[src/rtl/cpu_types_pkg.sv]
// Shared CPU datapath types: machine word, fetch FSM states, PC increment.
// Latency: n/a (types only).
// Backpressure: n/a.
package cpu_types_pkg;
  typedef logic [31:0] word_t;

  typedef enum logic [1:0] {
    IDLE,
    FETCH,
    EXEC,
    HALTED
  } fetch_state_t;

  localparam word_t PC_STEP = 32'd4;
endpackage

[src/rtl/mux_types_pkg.sv]
// Datapath mux select encodings shared between decode and fetch.
// Latency: n/a (types only).
// Backpressure: n/a.
package mux_types_pkg;
  typedef enum logic [1:0] {
    PC_NXT,
    PC_BR,
    PC_J,
    PC_JR
  } pcMux;
endpackage

[src/rtl/next_pc_calc.sv]
// Combinational successor-PC selection from decode controls.
// Latency: 0 cycles (pure combinational).
// Backpressure: none; result is consumed only when fetch_unit retires.
module next_pc_calc
  import cpu_types_pkg::*;
  import mux_types_pkg::*;
(
  input  word_t       pc,
  input  word_t       ins,
  input  pcMux        pcSel,
  input  logic        bf,
  input  logic [25:0] immJ26,
  input  word_t       rdat1,
  output word_t       next_pc
);
  word_t       npc;
  word_t       br_off;
  logic [15:0] unused_ins_hi;

  assign npc           = pc + PC_STEP;
  assign br_off        = {{14{ins[15]}}, ins[15:0], 2'b00};
  assign unused_ins_hi = ins[31:16];

  // Pick the successor PC; all arithmetic wraps modulo 2^32.
  always_comb begin
    next_pc = npc;
    case (pcSel)
      PC_NXT:  next_pc = npc;
      PC_BR:   next_pc = bf ? (npc + br_off) : npc;
      PC_J:    next_pc = {npc[31:28], immJ26, 2'b00};
      PC_JR:   next_pc = rdat1;
      default: next_pc = npc;
    endcase
  end
endmodule

[src/rtl/fetch_unit.sv]
// PC owner: fetches over icache handshake, holds one instruction for decode.
// Latency: >=1 FETCH cycle (until ihit) + >=1 EXEC cycle (until advance/halt).
// Backpressure: waits in FETCH for ihit, in EXEC for advance; optional stats under FETCH_STATS_EN.
module fetch_unit
  import cpu_types_pkg::*;
  import mux_types_pkg::*;
#(
  parameter word_t PC_INIT = 32'h0000_0000,
  parameter int    CNT_W   = 32
) (
  input  logic             CLK,
  input  logic             RST,
  input  logic             ihit,
  input  word_t            imemload,
  output logic             iREN,
  output word_t            imemaddr,
  output word_t            ins,
  output logic             ins_valid,
  input  pcMux             pcSel,
  input  logic             bf,
  input  logic [25:0]      immJ26,
  input  logic             halt,
  input  word_t            rdat1,
  input  logic             advance,
  output word_t            pc,
  output word_t            npc,
`ifdef FETCH_STATS_EN
  output logic [CNT_W-1:0] fetch_cnt,
  output logic [CNT_W-1:0] stall_cnt,
`endif
  output logic             halted
);
  fetch_state_t state_q, state_d;
  word_t        pc_q, pc_d;
  word_t        ins_q, ins_d;
  word_t        next_pc;

  next_pc_calc u_next_pc (
    .pc      (pc_q),
    .ins     (ins_q),
    .pcSel   (pcSel),
    .bf      (bf),
    .immJ26  (immJ26),
    .rdat1   (rdat1),
    .next_pc (next_pc)
  );

  // State, PC and held instruction; reset aborts any in-flight fetch.
  always_ff @(posedge CLK or posedge RST) begin
    if (RST) begin
      state_q <= IDLE;
      pc_q    <= PC_INIT;
      ins_q   <= '0;
    end else begin
      state_q <= state_d;
      pc_q    <= pc_d;
      ins_q   <= ins_d;
    end
  end

  // Next-state logic: ihit only matters in FETCH, advance/halt only in EXEC.
  always_comb begin
    state_d = state_q;
    pc_d    = pc_q;
    ins_d   = ins_q;
    case (state_q)
      IDLE:   state_d = FETCH;
      FETCH: begin
        if (ihit) begin
          ins_d   = imemload;
          state_d = EXEC;
        end
      end
      EXEC: begin
        if (halt) begin
          state_d = HALTED;
        end else if (advance) begin
          pc_d    = next_pc;
          state_d = FETCH;
        end
      end
      HALTED: state_d = HALTED;
      default: state_d = IDLE;
    endcase
  end

  assign iREN      = (state_q == FETCH);
  assign imemaddr  = pc_q;
  assign ins       = ins_q;
  assign ins_valid = (state_q == EXEC);
  assign halted    = (state_q == HALTED);
  assign pc        = pc_q;
  assign npc       = pc_q + PC_STEP;

`ifdef FETCH_STATS_EN
  logic [CNT_W-1:0] fetch_cnt_q, stall_cnt_q;

  // Saturating fetch/stall counters; they only move in FETCH, so HALTED freezes them.
  always_ff @(posedge CLK or posedge RST) begin
    if (RST) begin
      fetch_cnt_q <= '0;
      stall_cnt_q <= '0;
    end else if (state_q == FETCH) begin
      if (ihit && (fetch_cnt_q != '1)) fetch_cnt_q <= fetch_cnt_q + 1'b1;
      if (!ihit && (stall_cnt_q != '1)) stall_cnt_q <= stall_cnt_q + 1'b1;
    end
  end

  assign fetch_cnt = fetch_cnt_q;
  assign stall_cnt = stall_cnt_q;
`else
  logic [CNT_W-1:0] unused_cnt_w;
  assign unused_cnt_w = '0;
`endif
endmodule

[config.mk]
export PLATFORM = sky130hd
export DESIGN_NAME = fetch_unit
export DESIGN_NICKNAME = d
export VERILOG_FILES = /design/src/rtl/cpu_types_pkg.sv /design/src/rtl/mux_types_pkg.sv /design/src/rtl/next_pc_calc.sv /design/src/rtl/fetch_unit.sv
export SDC_FILE = /design/constraint.sdc
export NUM_CORES = 1
export LEC_CHECK = 0
export ABC_CLOCK_PERIOD_IN_PS = 5100
export BUFFER_PORTS_ARGS = -buffer_cell sky130_fd_sc_hd__buf_2
export CORE_MARGIN = 1
export CORE_UTILIZATION = 33
export DETAILED_ROUTE_END_ITERATION = 7
export PLACE_DENSITY_LB_ADDON = 0.05
export SLEW_MARGIN = 20
export SYNTH_ARGS = -nofsm -noshare
export SYNTH_HDL_FRONTEND = slang
export SYNTH_SLANG_ARGS = --single-unit
[constraint.sdc]
create_clock -name CLK -period 5.1 [get_ports CLK]
set_input_delay 0.255 -clock CLK [delete_from_list [all_inputs] [get_ports CLK]]
set_output_delay 0.255 -clock CLK [all_outputs]
set_load 0.02 [all_outputs]
==> run metrics <==
Final Max Tran Viols=0; final layout net count=994; Setup Total Neg Slack=0 ns; path category of the worst min-delay check=input port to flop; wire length of the first global-routing pass=32,100 um; Worst Setup Slack, final=0.747 ns; footprint of the multi-input gates=3740 um2; share of power burned in registers=27.5%; minimum setup slack after placement=0.825 ns; main combinational cell family by area after synthesis=compound AO/OA/AOI/OAI gates; combinational share of power=46.2%; DR iter-0 viols=between 200 and 250; share of final-layout standard cells stronger than drive strength 1=34.6%; R2R depth=16; maximum capacitance violations=0; Tot Pwr=2730 uW; total of flip-flops plus latches after synthesis=66; later-pin clock latency in the skew report=0.35 ns; CTS Root Buffer Type=clkbuf_16; WP depth=16; cell-internal power=1560 uW; number of H-tree levels=3; TritonCTS clock tree=built; gr usage total=a little under a quarter; critical path's slowest cell=dfrtp_1; CTS buffer count=9; num rows=48; most used flip-flop cell after synthesis=dfrtp_1; via/cell ratio=5.32; Post-CTS Resized=0; worst-case register-to-register setup slack=~0.75 ns; count of mapped cells out of synthesis=a little under 700; kind of end point of the critical path=flop; number of setup buffers added after CTS=0; effective utilization at floorplan=33.7%; maximum number of buffers from clock root to sink=2; clock sink total=66; Required @ worst endpoint=~5.3 ns; Simple-Gate Fraction of Synth Area=18.1%; number of nets with antenna violations after detailed routing=0; number of port buffers=228; DRC=0; global-route met2 utilization=38.1%; synthesized-area fraction occupied by xor and xnor cells=6.45%; GR met3 Demand/Resource=about 4.1%; area taken by flip-flops and latches=about 1700 um2; fillers=1,786; worst hold start=advance; count of synthesis-stage warnings from yosys=0; cell depth of the worst min-delay path=2; final HPWL from detailed placement=15,700 um; vias in the first global route=5,644; Clk network pwr share=a little over a quarter; maximum single-stage delay on the critical path=roughly 0.48 ns; routing usage on met1=31.5%; async set-or-reset flop fraction in the synthesized netlist=100%; clock period minus worst slack=4.35 ns; relative slew slack=34.1%; number of antenna violations at the first check in global routing=0; Fmax=230 MHz; FF-to-FF End=imemaddr[31]; worst-path cell chain=ha_1 > and3_1 > nand2_1 > nor2_1 > nand2_1 > xnor2_1 > ha_1 > and3_1 > and3_1 > a221oi_1 > nand2_1 > o2111ai_1 > a21oi_1 > nor3b_1 > xor2_1 > o21ai_0; Distinct cells, synth=63; switching share of total power=43.0%; CP Data Arrival Time=4.57 ns; Hold Path Sink=state_q[1]; buffers and inverters on the worst path=0; number of synthesized flops with an enable pin=0; result of the run=finished clean; multiplexer share of the synthesized area=11.4%; Tcrit/Tclk final=a little under nine tenths; post-synthesis to final-layout area growth=25.1%; final worst clock skew=0.0133 ns; IR Drop Worst-Case VDD=0.207 mV; width of the die=approximately 130 um; count of non-filler cells in the finished layout=1,091; critical path startpoint category=flop; Routed WL per cell=19.0 um; peak-usage layer in the global routing report=met2; switching power=1170 uW; most common cell after layout, fill and taps aside=buf_2; TritonRoute pass-1 iters=5; family with the most delay on the worst path=simple AND/OR/NAND/NOR gates; cts-stage hold buffer count=0; mean instance size in the synthesized netlist=roughly 8.6 um2; final count of hold timing violations=0; GR Overflow Total=0; WS Path Type=flop to flop; sequential share of the synthesized area=roughly 28%; maximum number of pins on one net before global-route repair=67; Ports=229; unrepaired setup endpoints after global routing=no; antenna diode instance count=0; area of the mapped netlist=5820 um2; placed cell count=~1.1k; top fanout value on the critical path=8; total power density per cell area=376 nW/um2; commonest non-fill, non-tap cells in the layout=228 x buf_2, 66 x dfrtp_1, 62 x nand2_1, 51 x a21oi_1, 41 x nor2_1; synthesized-area fraction occupied by ao, oa, aoi and oai cells=20.7%; placer congestion estimate=0.891; placeable core region=about 17,000 um2; Lkg Pwr=0.00378 uW; launching point of the worst reg2reg path=imemaddr[2]; slew at the pin closest to its max-slew limit=~1 ns; height of the die=135 um; routed wire length=between 20,000 and 25,000 um; adder-cell share of the synthesized area=7.66%; clock transition time at the flip-flop clock pins of the worst setup and hold paths=approximately 0.070 ns; Critical path origin=imemaddr[2]; vias=5,801; area enclosed by the die boundary=about 18,000 um2; Final setup violation count=0; Post-Syn Nets=808
## layout make-up
class | count | share of cell area, %
multi-input cells | 530 | 51.5
flip-flops and latches | 66 | 22.7
repair buffers | 236 | 16.5
well taps | 225 | 3.87
clock buffers | 9 | 3.10
clock inverters | 7 | 1.41
inverters | 18 | 0.929
## worst max-delay path by stage
stage | slack, ns | to
after floorplan | 1.08 | imemaddr[31]
after global placement | 1.03 | imemaddr[31]
after detailed placement | 0.82 | imemaddr[31]
after CTS | 0.75 | imemaddr[31]
after global routing | 0.43 | imemaddr[31]
final | 0.75 | imemaddr[31]
## cells in the mapped netlist (15+ instances only)
cell,n,area share (%)
dfrtp_1,66,28
nand2_1,62,4.0
a21oi_1,51,4.4
nor2_1,41,2.6
o21ai_0,38,3.3
mux2_2,37,7.2
buf_4,34,4.4
ha_1,34,7.3
clkbuf_1,25,1.6
mux2i_1,23,4.0
xnor2_1,23,3.5
and3_1,21,2.3
inv_1,18,1.2
xor2_1,18,2.7
a211oi_1,17,2.2
a21o_1,16,2.1
nor3_1,16,1.4
nand3_1,15,1.3
## state kept, by name (all words and copies together), names as in the netlist
register  flops
state_q       2
imemaddr     32
ins          32
## power by group through the flow
stage | Clock [uW] | Sequential, uW | Combinational, uW
3_3_place_gp | 0 | 757 | 1270
2_1_floorplan | 0 | 864 | 782
4_1_cts | 732 | 754 | 1270
3_5_place_dp | 0 | 761 | 1260
6_report | 717 | 752 | 1260
5_1_grt | 749 | 770 | 1390
## metal layers
metal,vias up,part of all wire [%]
met5,-,0
li1,2812,-
met1,2786,46
met4,0,1.5
met3,17,5.6
met2,186,47
## logic make-up (layout without fill, tap and decap cells)
group | after synthesis | count (layout)
and+or+nand+nor | 208 | 208
AOI/OAI and AO/OA | 184 | 184
buffers and inverters | 79 | 270
xor gates and xnor gates | 42 | 42
DFF | 66 | 66
adders and majority gates | 35 | 35
muxes | 61 | 61
## per-stage QoR
stage / cell area [um2] / hold WS [ns] / util, %
floorplan: 5820 / 0.341 / -
global placement: 6950 / 0.474 / 40.3
detailed placement: 6950 / 0.490 / 40.3
CTS: 7270 / 0.115 / 42.2
global route: 7270 / 0.124 / 42.2
finish: 7270 / 0.122 / 42.2
No activity file was read; power rests on OpenSTA's default activity.
